===== src/rtl/cx_switch_pt_if.sv =====
// Ibex-side CX bundle: request payload/handshake and response handshake.
// master = Ibex side, slave = cx_switch_pt.
interface cx_switch_pt_if #(
    parameter int CXU_ID_W = 2,
    parameter int XLEN     = 32
) ();
    logic                cx_req_valid;
    logic                cx_req_ready;
    logic [CXU_ID_W-1:0] cx_cxu_id;
    logic [1:0]          cx_state_id;
    logic [XLEN-1:0]     cx_req_data0;
    logic [XLEN-1:0]     cx_req_data1;
    logic                cx_resp_valid;
    logic                cx_resp_ready;
    logic                cx_resp_state;
    logic [3:0]          cx_resp_status;
    logic [XLEN-1:0]     cx_resp_data;

    modport master (
        output cx_req_valid, cx_cxu_id, cx_state_id,
        output cx_req_data0, cx_req_data1, cx_resp_ready,
        input  cx_req_ready, cx_resp_valid, cx_resp_state,
        input  cx_resp_status, cx_resp_data
    );

    modport slave (
        input  cx_req_valid, cx_cxu_id, cx_state_id,
        input  cx_req_data0, cx_req_data1, cx_resp_ready,
        output cx_req_ready, cx_resp_valid, cx_resp_state,
        output cx_resp_status, cx_resp_data
    );
endinterface


===== src/rtl/cx_switch_pt.sv =====
// CX request router: one outstanding request steered one-hot to a CXU.
// Ports: clk/rst, cx (Ibex side, slave), cxu_* per-CXU buses, broadcasts.
module cx_switch_pt #(
    parameter int N_CXU          = 4,
    parameter int CXU_ID_W       = 2,
    parameter int XLEN           = 32,
    parameter int TIMEOUT_CYCLES = 64
) (
    input  logic                  clk,
    input  logic                  rst,
    cx_switch_pt_if.slave         cx,
    input  logic [XLEN*N_CXU-1:0] cxu_responses,
    input  logic [N_CXU-1:0]      cxu_replying,
    input  logic [4*N_CXU-1:0]    cxu_statuses,
    output logic [N_CXU-1:0]      cxu_requesting,
    output logic [XLEN-1:0]       cxu_data0_o,
    output logic [XLEN-1:0]       cxu_data1_o,
    output logic [1:0]            cx_state_id_o
);
    localparam int CNT_W = (TIMEOUT_CYCLES > 1) ? $clog2(TIMEOUT_CYCLES) : 1;
    localparam logic [CNT_W-1:0] CNT_LAST =
        CNT_W'((TIMEOUT_CYCLES == 0) ? 0 : TIMEOUT_CYCLES - 1);
    localparam logic [CXU_ID_W:0] N_LIM = (CXU_ID_W+1)'(N_CXU);

    localparam logic [3:0] ST_BAD_ID  = 4'hE;
    localparam logic [3:0] ST_TIMEOUT = 4'hF;

    typedef enum logic [1:0] {
        IDLE = 2'b00,
        REQ  = 2'b01,
        RESP = 2'b10
    } state_t;

    state_t              state_q, state_d;
    logic [CXU_ID_W-1:0] id_q, id_d;
    logic [1:0]          sid_q, sid_d;
    logic [XLEN-1:0]     d0_q, d0_d;
    logic [XLEN-1:0]     d1_q, d1_d;
    logic [CNT_W-1:0]    cnt_q, cnt_d;
    logic [XLEN-1:0]     rdata_q, rdata_d;
    logic [3:0]          rstat_q, rstat_d;

    logic                in_req, in_resp, idle_like;
    logic                hit, tmo, id_ok;
    logic [N_CXU-1:0]    onehot;
    logic [XLEN-1:0]     sel_data;
    logic [3:0]          sel_stat;

    // The encoding 2'b11 is never entered; it behaves exactly like IDLE.
    assign in_req    = (state_q == REQ);
    assign in_resp   = (state_q == RESP);
    assign idle_like = !in_req && !in_resp;

    assign id_ok = {1'b0, cx.cx_cxu_id} < N_LIM;
    assign tmo   = (TIMEOUT_CYCLES != 0) && (cnt_q == CNT_LAST);

    // Decode from the latched id only, so stray strobes from other
    // CXUs and ids beyond N_CXU never select anything.
    always_comb begin
        onehot   = '0;
        hit      = 1'b0;
        sel_data = '0;
        sel_stat = '0;
        for (int i = 0; i < N_CXU; i++) begin
            if (id_q == CXU_ID_W'(i)) begin
                onehot[i] = 1'b1;
                hit       = cxu_replying[i];
                sel_data  = cxu_responses[i*XLEN +: XLEN];
                sel_stat  = cxu_statuses[i*4 +: 4];
            end
        end
    end

    always_comb begin
        state_d = state_q;
        id_d    = id_q;
        sid_d   = sid_q;
        d0_d    = d0_q;
        d1_d    = d1_q;
        cnt_d   = '0;
        rdata_d = rdata_q;
        rstat_d = rstat_q;
        if (idle_like) begin
            state_d = IDLE;
            if (cx.cx_req_valid) begin
                id_d  = cx.cx_cxu_id;
                sid_d = cx.cx_state_id;
                d0_d  = cx.cx_req_data0;
                d1_d  = cx.cx_req_data1;
                if (id_ok) begin
                    state_d = REQ;
                end else begin
                    state_d = RESP;
                    rdata_d = '0;
                    rstat_d = ST_BAD_ID;
                end
            end
        end else if (in_req) begin
            cnt_d = cnt_q + 1'b1;
            if (hit) begin
                state_d = RESP;
                rdata_d = sel_data;
                rstat_d = sel_stat;
            end else if (tmo) begin
                state_d = RESP;
                rdata_d = '0;
                rstat_d = ST_TIMEOUT;
            end
        end else begin
            if (cx.cx_resp_ready) begin
                state_d = IDLE;
            end
        end
    end

    always_ff @(posedge clk) begin
        if (rst) begin
            state_q <= IDLE;
            id_q    <= '0;
            sid_q   <= '0;
            d0_q    <= '0;
            d1_q    <= '0;
            cnt_q   <= '0;
            rdata_q <= '0;
            rstat_q <= '0;
        end else begin
            state_q <= state_d;
            id_q    <= id_d;
            sid_q   <= sid_d;
            d0_q    <= d0_d;
            d1_q    <= d1_d;
            cnt_q   <= cnt_d;
            rdata_q <= rdata_d;
            rstat_q <= rstat_d;
        end
    end

    assign cx.cx_req_ready   = idle_like;
    assign cx.cx_resp_valid  = in_resp;
    assign cx.cx_resp_state  = 1'b0;
    assign cx.cx_resp_data   = in_resp ? rdata_q : '0;
    assign cx.cx_resp_status = in_resp ? rstat_q : 4'h0;

    assign cxu_requesting = in_req ? onehot : '0;
    assign cxu_data0_o    = d0_q;
    assign cxu_data1_o    = d1_q;
    assign cx_state_id_o  = sid_q;
endmodule


===== src/flat_wrapper.sv =====
// flat-port wrapper written by rule: the top's interface ports become plain ports
module cx_switch_pt_flat 
#(
    parameter int N_CXU          = 4,
    parameter int CXU_ID_W       = 2,
    parameter int XLEN           = 32,
    parameter int TIMEOUT_CYCLES = 64
)
  (clk, rst, cxu_responses, cxu_replying, cxu_statuses, cxu_requesting, cxu_data0_o, cxu_data1_o, cx_state_id_o, cx_cx_req_valid, cx_cx_cxu_id, cx_cx_state_id, cx_cx_req_data0, cx_cx_req_data1, cx_cx_resp_ready, cx_cx_req_ready, cx_cx_resp_valid, cx_cx_resp_state, cx_cx_resp_status, cx_cx_resp_data);
  cx_switch_pt_if #(.CXU_ID_W(CXU_ID_W), .XLEN(XLEN)) cx_i ();
  input  logic clk;
  input  logic rst;
  input  logic [XLEN*N_CXU-1:0] cxu_responses;
  input  logic [N_CXU-1:0] cxu_replying;
  input  logic [4*N_CXU-1:0] cxu_statuses;
  output logic [N_CXU-1:0] cxu_requesting;
  output logic [XLEN-1:0] cxu_data0_o;
  output logic [XLEN-1:0] cxu_data1_o;
  output logic [1:0] cx_state_id_o;
  input wire logic [$bits(cx_i.cx_req_valid)-1:0] cx_cx_req_valid;
  input wire logic [$bits(cx_i.cx_cxu_id)-1:0] cx_cx_cxu_id;
  input wire logic [$bits(cx_i.cx_state_id)-1:0] cx_cx_state_id;
  input wire logic [$bits(cx_i.cx_req_data0)-1:0] cx_cx_req_data0;
  input wire logic [$bits(cx_i.cx_req_data1)-1:0] cx_cx_req_data1;
  input wire logic [$bits(cx_i.cx_resp_ready)-1:0] cx_cx_resp_ready;
  output wire logic [$bits(cx_i.cx_req_ready)-1:0] cx_cx_req_ready;
  output wire logic [$bits(cx_i.cx_resp_valid)-1:0] cx_cx_resp_valid;
  output wire logic [$bits(cx_i.cx_resp_state)-1:0] cx_cx_resp_state;
  output wire logic [$bits(cx_i.cx_resp_status)-1:0] cx_cx_resp_status;
  output wire logic [$bits(cx_i.cx_resp_data)-1:0] cx_cx_resp_data;
  assign cx_i.cx_req_valid = cx_cx_req_valid;
  assign cx_i.cx_cxu_id = cx_cx_cxu_id;
  assign cx_i.cx_state_id = cx_cx_state_id;
  assign cx_i.cx_req_data0 = cx_cx_req_data0;
  assign cx_i.cx_req_data1 = cx_cx_req_data1;
  assign cx_i.cx_resp_ready = cx_cx_resp_ready;
  assign cx_cx_req_ready = cx_i.cx_req_ready;
  assign cx_cx_resp_valid = cx_i.cx_resp_valid;
  assign cx_cx_resp_state = cx_i.cx_resp_state;
  assign cx_cx_resp_status = cx_i.cx_resp_status;
  assign cx_cx_resp_data = cx_i.cx_resp_data;
  cx_switch_pt #(.N_CXU(N_CXU), .CXU_ID_W(CXU_ID_W), .XLEN(XLEN), .TIMEOUT_CYCLES(TIMEOUT_CYCLES)) u_core (.clk(clk), .rst(rst), .cx(cx_i), .cxu_responses(cxu_responses), .cxu_replying(cxu_replying), .cxu_statuses(cxu_statuses), .cxu_requesting(cxu_requesting), .cxu_data0_o(cxu_data0_o), .cxu_data1_o(cxu_data1_o), .cx_state_id_o(cx_state_id_o));
endmodule

===== config.mk =====
export PLATFORM = sky130hd
export DESIGN_NAME = cx_switch_pt_flat
export DESIGN_NICKNAME = d
export VERILOG_FILES = /design/src/rtl/cx_switch_pt_if.sv /design/src/rtl/cx_switch_pt.sv /design/src/flat_wrapper.sv
export SDC_FILE = /design/constraint.sdc
export NUM_CORES = 1
export LEC_CHECK = 0
export ABC_AREA = 0
export CAP_MARGIN = 30
export CORE_UTILIZATION = 34
export DETAILED_ROUTE_END_ITERATION = 8
export GPL_TIMING_DRIVEN = 1
export HOLD_SLACK_MARGIN = 0.03
export PLACE_DENSITY = 0.82
export SLEW_MARGIN = 20
export SYNTH_ARGS = -nofsm -noshare
export SYNTH_HDL_FRONTEND = slang
export SYNTH_SLANG_ARGS = --single-unit
export TNS_END_PERCENT = 1

===== constraint.sdc =====
create_clock -name clk -period 1.85 [get_ports clk]
set_clock_uncertainty 0.05 [all_clocks]
set_input_delay 0.37 -clock clk [delete_from_list [all_inputs] [get_ports clk]]
set_output_delay 0.37 -clock clk [all_outputs]
set_load 0.02 [all_outputs]

# After elaboration in Yosys (flattened, before gate mapping)
# Cells that the tools add are included.
[op_classes] mux=29 bitwise=2 n_reduce_logical=10 eq_ne=7 add_sub_neg=1
[op_table] operator="$mux W32" n=7
[op_table] operator="$mux W4" n=8
[op_table] operator="$mux W2" n=5
[op_table] operator="$mux W1" n=9
[op_table] operator="$add A6 B1 Y6 const B" n=1
[op_table] operator="$eq A2 B2 Y1 const B" n=3
[op_table] operator="$eq A6 B6 Y1 const B" n=1
[op_table] operator="$eq A2 B1 Y1 const B" n=2
[op_table] operator="$ne A4 B4 Y1 const B" n=1
[op_table] operator="$reduce_and A2 Y1" n=2
[op_table] operator="$reduce_and A3 Y1" n=1
[op_table] operator="$reduce_bool A3 Y1" n=1
[op_table] operator="$reduce_or A3 Y1" n=1
[op_table] operator="$logic_not A1 Y1" n=2
[op_table] operator="$logic_not A2 Y1" n=1
[op_table] operator="$not A1 Y1" n=2
[op_table] operator="$reduce_bool A2 Y1" n=1
[op_table] operator="$logic_and A1 B1 Y1" n=1
[totals] inputBits=220 word_cells=57 out_inout_bits=109 reg_bits=112

# Logic depth before layout (Yosys ltp)
# Gate-level depths: netlist (run 1).
[depth] ltp_word=8 depth_mapped=8 mapped_depth_nobuf=6

# Worst setup path before layout (run 1)
# No wires, ideal clock.
[synth_path] path_kind="register to register" start="reg u_core.state_q[0]" end="reg u_core.d1_q[10], in the netlist u_core.cxu_data1_o[10]" synth_period_minus_slack_ps=1996 t_required_ps=1730 path_slack_ps=-146 path_buffers=3 arrival_time_ps=1876 path_stages_with_launch=9 setup_ps=70 cell_sequence="dfxtp_1 -> inv_1 -> ha_1 -> and2_1 -> clkbuf_1 -> buf_2 -> buf_1 -> nand2_1 -> a21oi_1"
[synth_between] elab_chain_len=4 word_cells_on_any_way=6 cone_classes="2 x eq/ne; 4 x reduce/logical"
[synth_lines] item="start: declaration" line="cx_switch_pt.sv:34" source="state_t state_q, state_d;"
[synth_lines] item="start signal: assignment" line="cx_switch_pt.sv:127" source="state_q <= state_d;"
[synth_lines] item="$eq A2 B1 Y1 or $eq A2 B2 Y1 (tied branches)" line="cx_switch_pt.sv:50, cx_switch_pt.sv:51"
[synth_lines] item="$logic_not A1 Y1" line="cx_switch_pt.sv:52" source="assign idle_like = !in_req && !in_resp;"
[synth_lines] item="$logic_and A1 B1 Y1 (*)" line="cx_switch_pt.sv:52"
[synth_lines] item="named net cx_cx_req_ready" line="flat_wrapper.sv:26" source="output wire logic [$bits(cx_i.cx_req_ready)-1:0] cx_cx_req_ready;"
[synth_lines] item="$reduce_and A2 Y1 (no source line) (*)"
[synth_lines] item="end signal: assignment" line="cx_switch_pt.sv:122" source="d1_q <= '0;"
[synth_lines] item="end signal: assignment" line="cx_switch_pt.sv:131" source="d1_q <= d1_d;"
[synth_lines] item="end: declaration" line="cx_switch_pt.sv:38" source="logic [XLEN-1:0] d1_q, d1_d;"
# Mark *: on every way through the listed nets, which the timed path passes. The rest lies on a longest branch.
# A chain may end at the register's enable or synchronous reset.

# Worst setup path after layout (run 1)
[layout_path] start="reg u_core.state_q[1]" end="reg u_core.rdata_q[28]"
[layout_between] elab_chain_len=5 word_cells_on_any_way=7 cone_classes="2 x eq/ne; 1 x bitwise; 4 x reduce/logical"
[layout_lines] item="$eq A2 B1 Y1 or $eq A2 B2 Y1 (tied branches)" line="cx_switch_pt.sv:50, cx_switch_pt.sv:51"
[layout_lines] item="$logic_not A1 Y1" line="cx_switch_pt.sv:52"
[layout_lines] item="$logic_and A1 B1 Y1" line="cx_switch_pt.sv:52"
[layout_lines] item="$not A1 Y1 (no source line)"
[layout_lines] item="$reduce_and A3 Y1 (no source line) (*)"
[layout_lines] item="end signal: assignment" line="cx_switch_pt.sv:133" source="rdata_q <= rdata_d;"
[layout_lines] item="end: declaration" line="cx_switch_pt.sv:40" source="logic [XLEN-1:0] rdata_q, rdata_d;"
# Mark *: on every way between the ends. The rest lies on a longest branch, timed or not.

==> results.sh, run 1 <==
export IMPL_status="complete, but fails checks"
export IMPL_violations="negative setup slack"
export IMPL_critPathArrivalTime_ns=2.09
export IMPL_cts_clk_slew_worst_paths_ns=0.07
export IMPL_rsz0062_at_grt="yes"
export IMPL_die_area_um2=16300
export IMPL_drv_cap=0
export IMPL_finalHoldViolCount=0
export IMPL_grt_pass1_wl_um=27000
export IMPL_regArea_um2=2250
export IMPL_min_delay_worst_endpoint="u_core.rstat_q[1]"
export IMPL_die_w_um=128
export IMPL_synthCells=594
export IMPL_overflow=0
export IMPL_wirelength_um=17800
export IMPL_grt_max_degree=71
export IMPL_hp_start="rst"
export IMPL_final_util_pct=61.1
export IMPL_synth_warnings=0
export IMPL_coreArea_um2=15300
export IMPL_fin_crit_sh_pct=101
export IMPL_cts_tree="built"
export IMPL_via_per_inst=4.66
export IMPL_avgRoutedWirePerCell_um=15.7
export IMPL_gp_congestion=0.816
export IMPL_postCtsSetupBuffers=0
export IMPL_synth_area_um2=5360
export IMPL_reg2regPathDepth=8
export IMPL_drv_slew=0
export IMPL_n_antenna_cell=0
export IMPL_drc=0
export IMPL_ctsRootBufferMaster="clkbuf_16"
export IMPL_drtIter0Drc=207
export IMPL_worstHoldPathCells=2
export IMPL_synth_cell_types=33
export IMPL_synth_seq_cells=112
export IMPL_r2r_end="u_core.rdata_q[28]"
export IMPL_hold_buffers=0
export IMPL_clk_path_buf_depth=2
export IMPL_power_total_mw=6.62
export IMPL_hpwl_um=13700
export IMPL_synthTopCellsByArea="dfxtp_1 (42%), mux4_2 (15%), nand2_1 (9.9%)"
export IMPL_ir_worst_vdd_mv=0.702
export IMPL_synth_edf_count=0
export IMPL_ant_nets=0
export IMPL_dr_pass1_iters=4
export IMPL_startpoint_type="register"
export IMPL_antenna_found_initial=0
export IMPL_powerDensity_nw_per_um2=708
export IMPL_worstPathRequired_ns=2.08
export IMPL_synth_seq_area_share_pct=41.8
export IMPL_cts_htree_levels=3
export IMPL_vias=5287
export IMPL_syn_nets=817
export IMPL_place_ws_ns=-0.325
export IMPL_nets=1141
export IMPL_avgSynthCellArea_um2=9.02
export IMPL_setup_viol=14
export IMPL_start_util_pct=35.0
export IMPL_cts_buffers_inserted=9
export IMPL_hold_path_class="input pin to register"
export IMPL_drive_gt1_share_pct=21.0
export IMPL_r2r_start="u_core.state_q[1]"
export IMPL_clock_latency_ns=0.35
export IMPL_port_buffers=327
export IMPL_ys_flop_type="dfxtp_1"
export IMPL_rows=45
export IMPL_endpoint_kind="register"
export IMPL_io_pins=329
export IMPL_final_area_um2=9360
export IMPL_criticalPathCategory="register to register"
export IMPL_fillerInstances=1297
export IMPL_clkSinkCount=112
export IMPL_cp_max_fo=16
export IMPL_grt_usage_pct=21.4
export IMPL_die_y_um=128
export IMPL_placed_cell_area_um2=8990
export IMPL_fmax_mhz=537
export IMPL_area_growth_pct=74.6
export IMPL_r2r_slack_ns=-0.01
export IMPL_multi_input_area_um2=2750
export IMPL_final_min_clock_period_ns=1.86
export IMPL_grt_pass1_vias=5279
export IMPL_ys_async_sr_fraction_pct=0
export IMPL_synth_top_area_share_pct=41.8
export IMPL_finalWorstSetupSlack_ns=-0.0134
export IMPL_synth_top_cell_by_area="dfxtp_1"
export IMPL_p_leak_nw=3.60
layout by cell type (no fill, tap or decap), drive strengths merged:
cell type,Yosys,final
clkbuf,26,11
or3,1,1
nor3b,1,1
and2,39,39
o32a,1,1
and3,2,2
o22ai,32,32
o31a,1,1
a22o,1,1
nor3,2,2
nand3,2,2
conb,1,1
a211oi,4,4
ha,3,3
a21oi,72,72
nor2,11,11
dfxtp,112,112
xnor2,2,2
xor2,1,1
dlygate4sd2,0,1
nand2,142,142
clkinv,0,5
o21ai,4,4
mux4,36,36
inv,72,73
mux2,3,3
nor2b,3,3
buf,18,70
clkdlybuf4s15,0,1
nand2b,1,1
clkdlybuf4s50,0,284
a32oi,1,1
state kept, by name, summed over array words and instances (netlist names):
signal,count
u_core.rstat_q,4
u_core.cxu_data1_o,32
u_core.cx_state_id_o,2
u_core.cnt_q,6
u_core.cxu_data0_o,32
u_core.id_q,2
u_core.rdata_q,32
u_core.state_q,2
worst max-delay path by stage:
stage               slack (ns)               from                 end  depth (start not counted)
global placement         -0.30    cxu_replying[2]   u_core.rdata_q[0]                          6
floorplan                0.009  u_core.state_q[1]  u_core.rdata_q[21]                          8
global route             -0.08  u_core.state_q[1]  u_core.rdata_q[23]                          8
CTS                      -0.02  u_core.state_q[1]   u_core.rdata_q[0]                          8
finish                   -0.01  u_core.state_q[1]  u_core.rdata_q[28]                          8
detailed placement       -0.33    cxu_replying[2]   u_core.rdata_q[0]                          6
kinds of logic after synthesis:
family          share of synthesized area (%)
simple gates                             16.6
compound gates                           15.6
buf+inv                                  8.92
flops                                    41.8
mux                                      15.8
fa+ha+maj                               0.700
xor+xnor                                0.490
other cells                            0.0700
synthesized netlist by cell type (2+ instances only):
| master | n |
|---|---|
| a211oi_1 | 4 |
| mux2_2 | 2 |
| buf_2 | 7 |
| nor2_1 | 11 |
| buf_1 | 6 |
| o22ai_2 | 30 |
| buf_6 | 4 |
| mux4_2 | 36 |
| ha_1 | 3 |
| nor2b_1 | 3 |
| nand2_1 | 142 |
| a21oi_1 | 72 |
| and2_1 | 39 |
| and3_1 | 2 |
| nor3_1 | 2 |
| xnor2_1 | 2 |
| clkbuf_1 | 26 |
| nand3_1 | 2 |
| inv_1 | 72 |
| dfxtp_1 | 112 |
| o22ai_1 | 2 |
| o21ai_0 | 4 |
through the flow:
| step | cells | TNS, ns | hold slack [ns] |
|---|---|---|---|
| after CTS | 1133 | -0.0354 | 0.285 |
| after global placement | 1116 | -11.99 | 0.382 |
| after detailed placement | 1116 | -12.85 | 0.390 |
| after global routing | 1134 | -2.61 | 0.307 |
| final | 1134 | -0.0746 | 0.312 |
| after floorplan | 594 | 0 | 0.368 |
layer usage:
layer	global-route usage, %	part of all wire (%)	up-vias
li1	-	-	2606
met1	22.7	38	2465
met2	39.7	52	194
met3	8.00	8.4	22
met4	5.53	1.5	0
met5	0	0	-
worst max-delay path: stages (launching register included):
cell	delay (ns)
dfxtp_4	0.36
inv_1	0.04
ha_2	0.18
nor2b_2	0.16
buf_4	0.13
a22o_1	0.22
o31a_4	0.31
clkbuf_16	0.20
o22ai_2	0.14
report_power, final:
part           switching [mW]  total, mW  internal [mW]
Combinational           0.973       2.15           1.18
Sequential              0.105       2.71           2.61
Clock                   0.856       1.76          0.908
final cells by class:
type / instances / share of cell area (%)
Timing Repair Buffer: 357 / 38.1
Clock buffer: 10 / 2.45
Clock inverter: 6 / 0.361
Tap cell: 211 / 2.82
Inverter: 72 / 2.89
Sequential cell: 112 / 24.0
Multi-Input combinational cell: 366 / 29.4
what timing repair did:
item,4_1_cts,5_1_grt
pin swaps,2,13
endpoints found under the setup margin,74,76
gates resized for setup,189,57
cloned,1,1
Note: power is estimated with default switching activity, not from simulation.
==> inputs of run 2 (changes only) <==
- ABC_AREA: 0 -> not set
==> results of run 2 <==
No change in the layout: final DEF, timing and power equal those of run 1.
==> inputs of run 3 (changes only) <==
- GPL_TIMING_DRIVEN: 1 -> 0
- SETUP_SLACK_MARGIN: not set -> 0.05
==> run 3 against run 2 <==
  * The flow still finishes with violations (negative setup slack)
  * First-iteration DRC count up 20%
  * Utilization up 0.81 points
  * Clock-buffer cell count up 2
  * Sequential power about the same
  * Clock power up 18%
  * Critical endpoint is now u_core.rdata_q[2]
  * Largest cell class unchanged
==> results.sh, run 3 (synthesized netlist as in run 1, its figures left out) <==
export IMPL_cts_buffers_inserted=9
export IMPL_die_y_um=128
export IMPL_critPathArrivalTime_ns=2.15
export IMPL_via_per_inst=4.66
export IMPL_cts_htree_levels=3
export IMPL_criticalPathCategory="input pin to register"
export IMPL_drtIter0Drc=249
export IMPL_worstPathRequired_ns=2.08
export IMPL_rows=45
export IMPL_dpl_cell_count=1132
export IMPL_fmax_mhz=521
export IMPL_clkSinkCount=112
export IMPL_combPwrFrac_pct=31.1
export IMPL_final_min_clock_period_ns=1.92
export IMPL_min_delay_worst_endpoint="u_core.cxu_data1_o[20]"
export IMPL_drc=0
export IMPL_start_util_pct=35.0
export IMPL_reg2regPathDepth=6
export IMPL_setup_viol=34
export IMPL_violations="negative setup slack"
export IMPL_seqPwrFrac_pct=39.0
export IMPL_n_antenna_cell=0
export IMPL_port_buffers=327
export IMPL_hp_start="u_core.cxu_data1_o[20]"
export IMPL_path_cells="clkdlybuf4s50_1, mux2_4, a22o_4, o31a_4, buf_6, o22ai_2"
export IMPL_ir_worst_vdd_mv=0.791
export IMPL_grt_max_degree=18
export IMPL_status="complete, but fails checks"
export IMPL_fin_cells=1155
export IMPL_finalWorstSetupSlack_ns=-0.0688
export IMPL_cts_clk_slew_worst_paths_ns=0.07
export IMPL_die_w_um=128
export IMPL_gp_congestion=0.811
export IMPL_relSlewSlack_pct=57.3
export IMPL_p_sw_mw=1.98
export IMPL_ant_nets=0
export IMPL_startpoint_type="input pin"
export IMPL_coreArea_um2=15300
export IMPL_drv_slew=0
export IMPL_antenna_found_initial=0
export IMPL_fillerInstances=1334
export IMPL_worst_slew_pin_slew_ns=0.641
export IMPL_p_int_mw=4.98
export IMPL_r2r_start="u_core.id_q[0]"
export IMPL_clock_power_share_pct=29.9
export IMPL_clock_latency_ns=0.35
export IMPL_hpwl_um=14400
export IMPL_worstHoldPathCells=2
export IMPL_wirelength_um=18400
export IMPL_rsz0062_at_grt="yes"
export IMPL_layout_common_cells="clkdlybuf4s50_1 (280), nand2_1 (142), dfxtp_1 (108)"
export IMPL_multi_input_area_um2=2770
export IMPL_overflow=0
export IMPL_endpoint_kind="register"
export IMPL_area_growth_pct=77.0
export IMPL_grt_pass1_wl_um=27400
export IMPL_slowest_stage="clkdlybuf4s50_1"
export IMPL_io_pins=329
export IMPL_swShare_pct=28.4
export IMPL_grt_pass1_vias=5336
export IMPL_final_util_pct=61.9
export IMPL_slowest_delay_ns=0.46
export IMPL_clk_path_buf_depth=2
export IMPL_drv_cap=0
export IMPL_fin_crit_sh_pct=104
export IMPL_r2r_end="u_core.rdata_q[2]"
export IMPL_regArea_um2=2250
export IMPL_powerDensity_nw_per_um2=733
export IMPL_final_common_cell="clkdlybuf4s50_1"
export IMPL_avgRoutedWirePerCell_um=16.0
export IMPL_die_area_um2=16300
export IMPL_hold_path_class="register to register"
export IMPL_cts_tree="built"
export IMPL_drive_gt1_share_pct=20.8
export IMPL_vias=5386
export IMPL_ctsRootBufferMaster="clkbuf_16"
export IMPL_r2r_slack_ns=-0.05
export IMPL_p_leak_nw=3.73
export IMPL_grt_usage_pct=22.2
export IMPL_cp_max_fo=6
export IMPL_finalHoldViolCount=0
export IMPL_nets=1162
export IMPL_dr_pass1_iters=4
==> run 3: changes by cell type in the layout (fill, tap and decap cells not counted), sizes merged <==
cell | before | now
clkbuf | 11 | 33
clkinv | 5 | 0
dlymetal6s2s | 0 | 5
clkdlybuf4s50 | 284 | 280
buf | 70 | 72
bufinv | 0 | 2
clkdlybuf4s15 | 1 | 0
clkinvlp | 0 | 1
dlygate4sd2 | 1 | 0
==> run 3: worst max path at each step <==
stage / start / endpoint / slack (ns) / cells after the start
final: cxu_replying[2] / u_core.rdata_q[2] / -0.07 / 6
after floorplan: u_core.state_q[0] / u_core.cxu_data1_o[10] / 0.03 / 8
after detailed placement: u_core.state_q[0] / cx_cx_resp_data[5] / -0.49 / 5
after global routing: u_core.id_q[0] / u_core.rdata_q[2] / -0.09 / 6
after CTS: u_core.id_q[0] / cxu_requesting[3] / -0.17 / 4
after global placement: u_core.state_q[0] / cx_cx_resp_data[5] / -0.47 / 5
==> run 3: area by class of cell <==
type	count	share of cell area, %
multi-input cells	366	29.2
plain buffers	41	2.94
inverters	72	2.88
repair buffers	337	35.2
flip-flops and latches	112	23.7
well taps	211	2.78
clock buffers	12	2.49
clock inverters	4	0.805
==> run 3: power by group through the flow <==
stage	Combinational (mW)	Sequential [mW]	Clock, mW
after floorplan	0.894	2.91	0
after global placement	2.04	2.74	0
after detailed placement	2.06	2.75	0
after CTS	2.09	2.71	2.13
after global routing	2.33	2.74	2.24
final	2.16	2.71	2.08
==> run 3: layer usage <==
| metal | global-route usage (%) | wire length, um | up-vias |
|---|---|---|---|
| met5 | 0 | 0 | - |
| met4 | 9.24 | 509 | 0 |
| met3 | 8.25 | 1600 | 33 |
| met2 | 39.6 | 9380 | 225 |
| met1 | 23.5 | 6950 | 2473 |
| li1 | - | - | 2655 |
==> run 3: critical path, delay by kind of cell <==
kind | cells | cell delay [ns]
muxes | 1 | 0.31
AOI/OAI and AO/OA | 3 | 0.84
buffers and inverters | 2 | 0.62
==> run 3: timing repair <==
item / CTS / global route
buffers inserted: 2 / 7
resized for setup: 217 / 102
hold buffers: 0 / 0
cloned: 0 / 1
pin swaps: 8 / 21
endpoints found under the setup margin: 147 / 139
==> run 3: stage by stage <==
stage          setup WS [ns]  TNS [ns]  instance area (um2)  hold slack (ns)  power (mW)
4_1_cts               -0.168     -6.23                 9230            0.402        6.93
2_1_floorplan         0.0299         0                 5380            0.368        3.80
3_5_place_dp          -0.491    -50.91                 8920            0.390        4.81
6_report             -0.0688     -1.66                 9490            0.402        6.95
5_1_grt              -0.0879     -3.99                 9490            0.418        7.31
3_3_place_gp          -0.467    -50.45                 8920            0.383        4.78
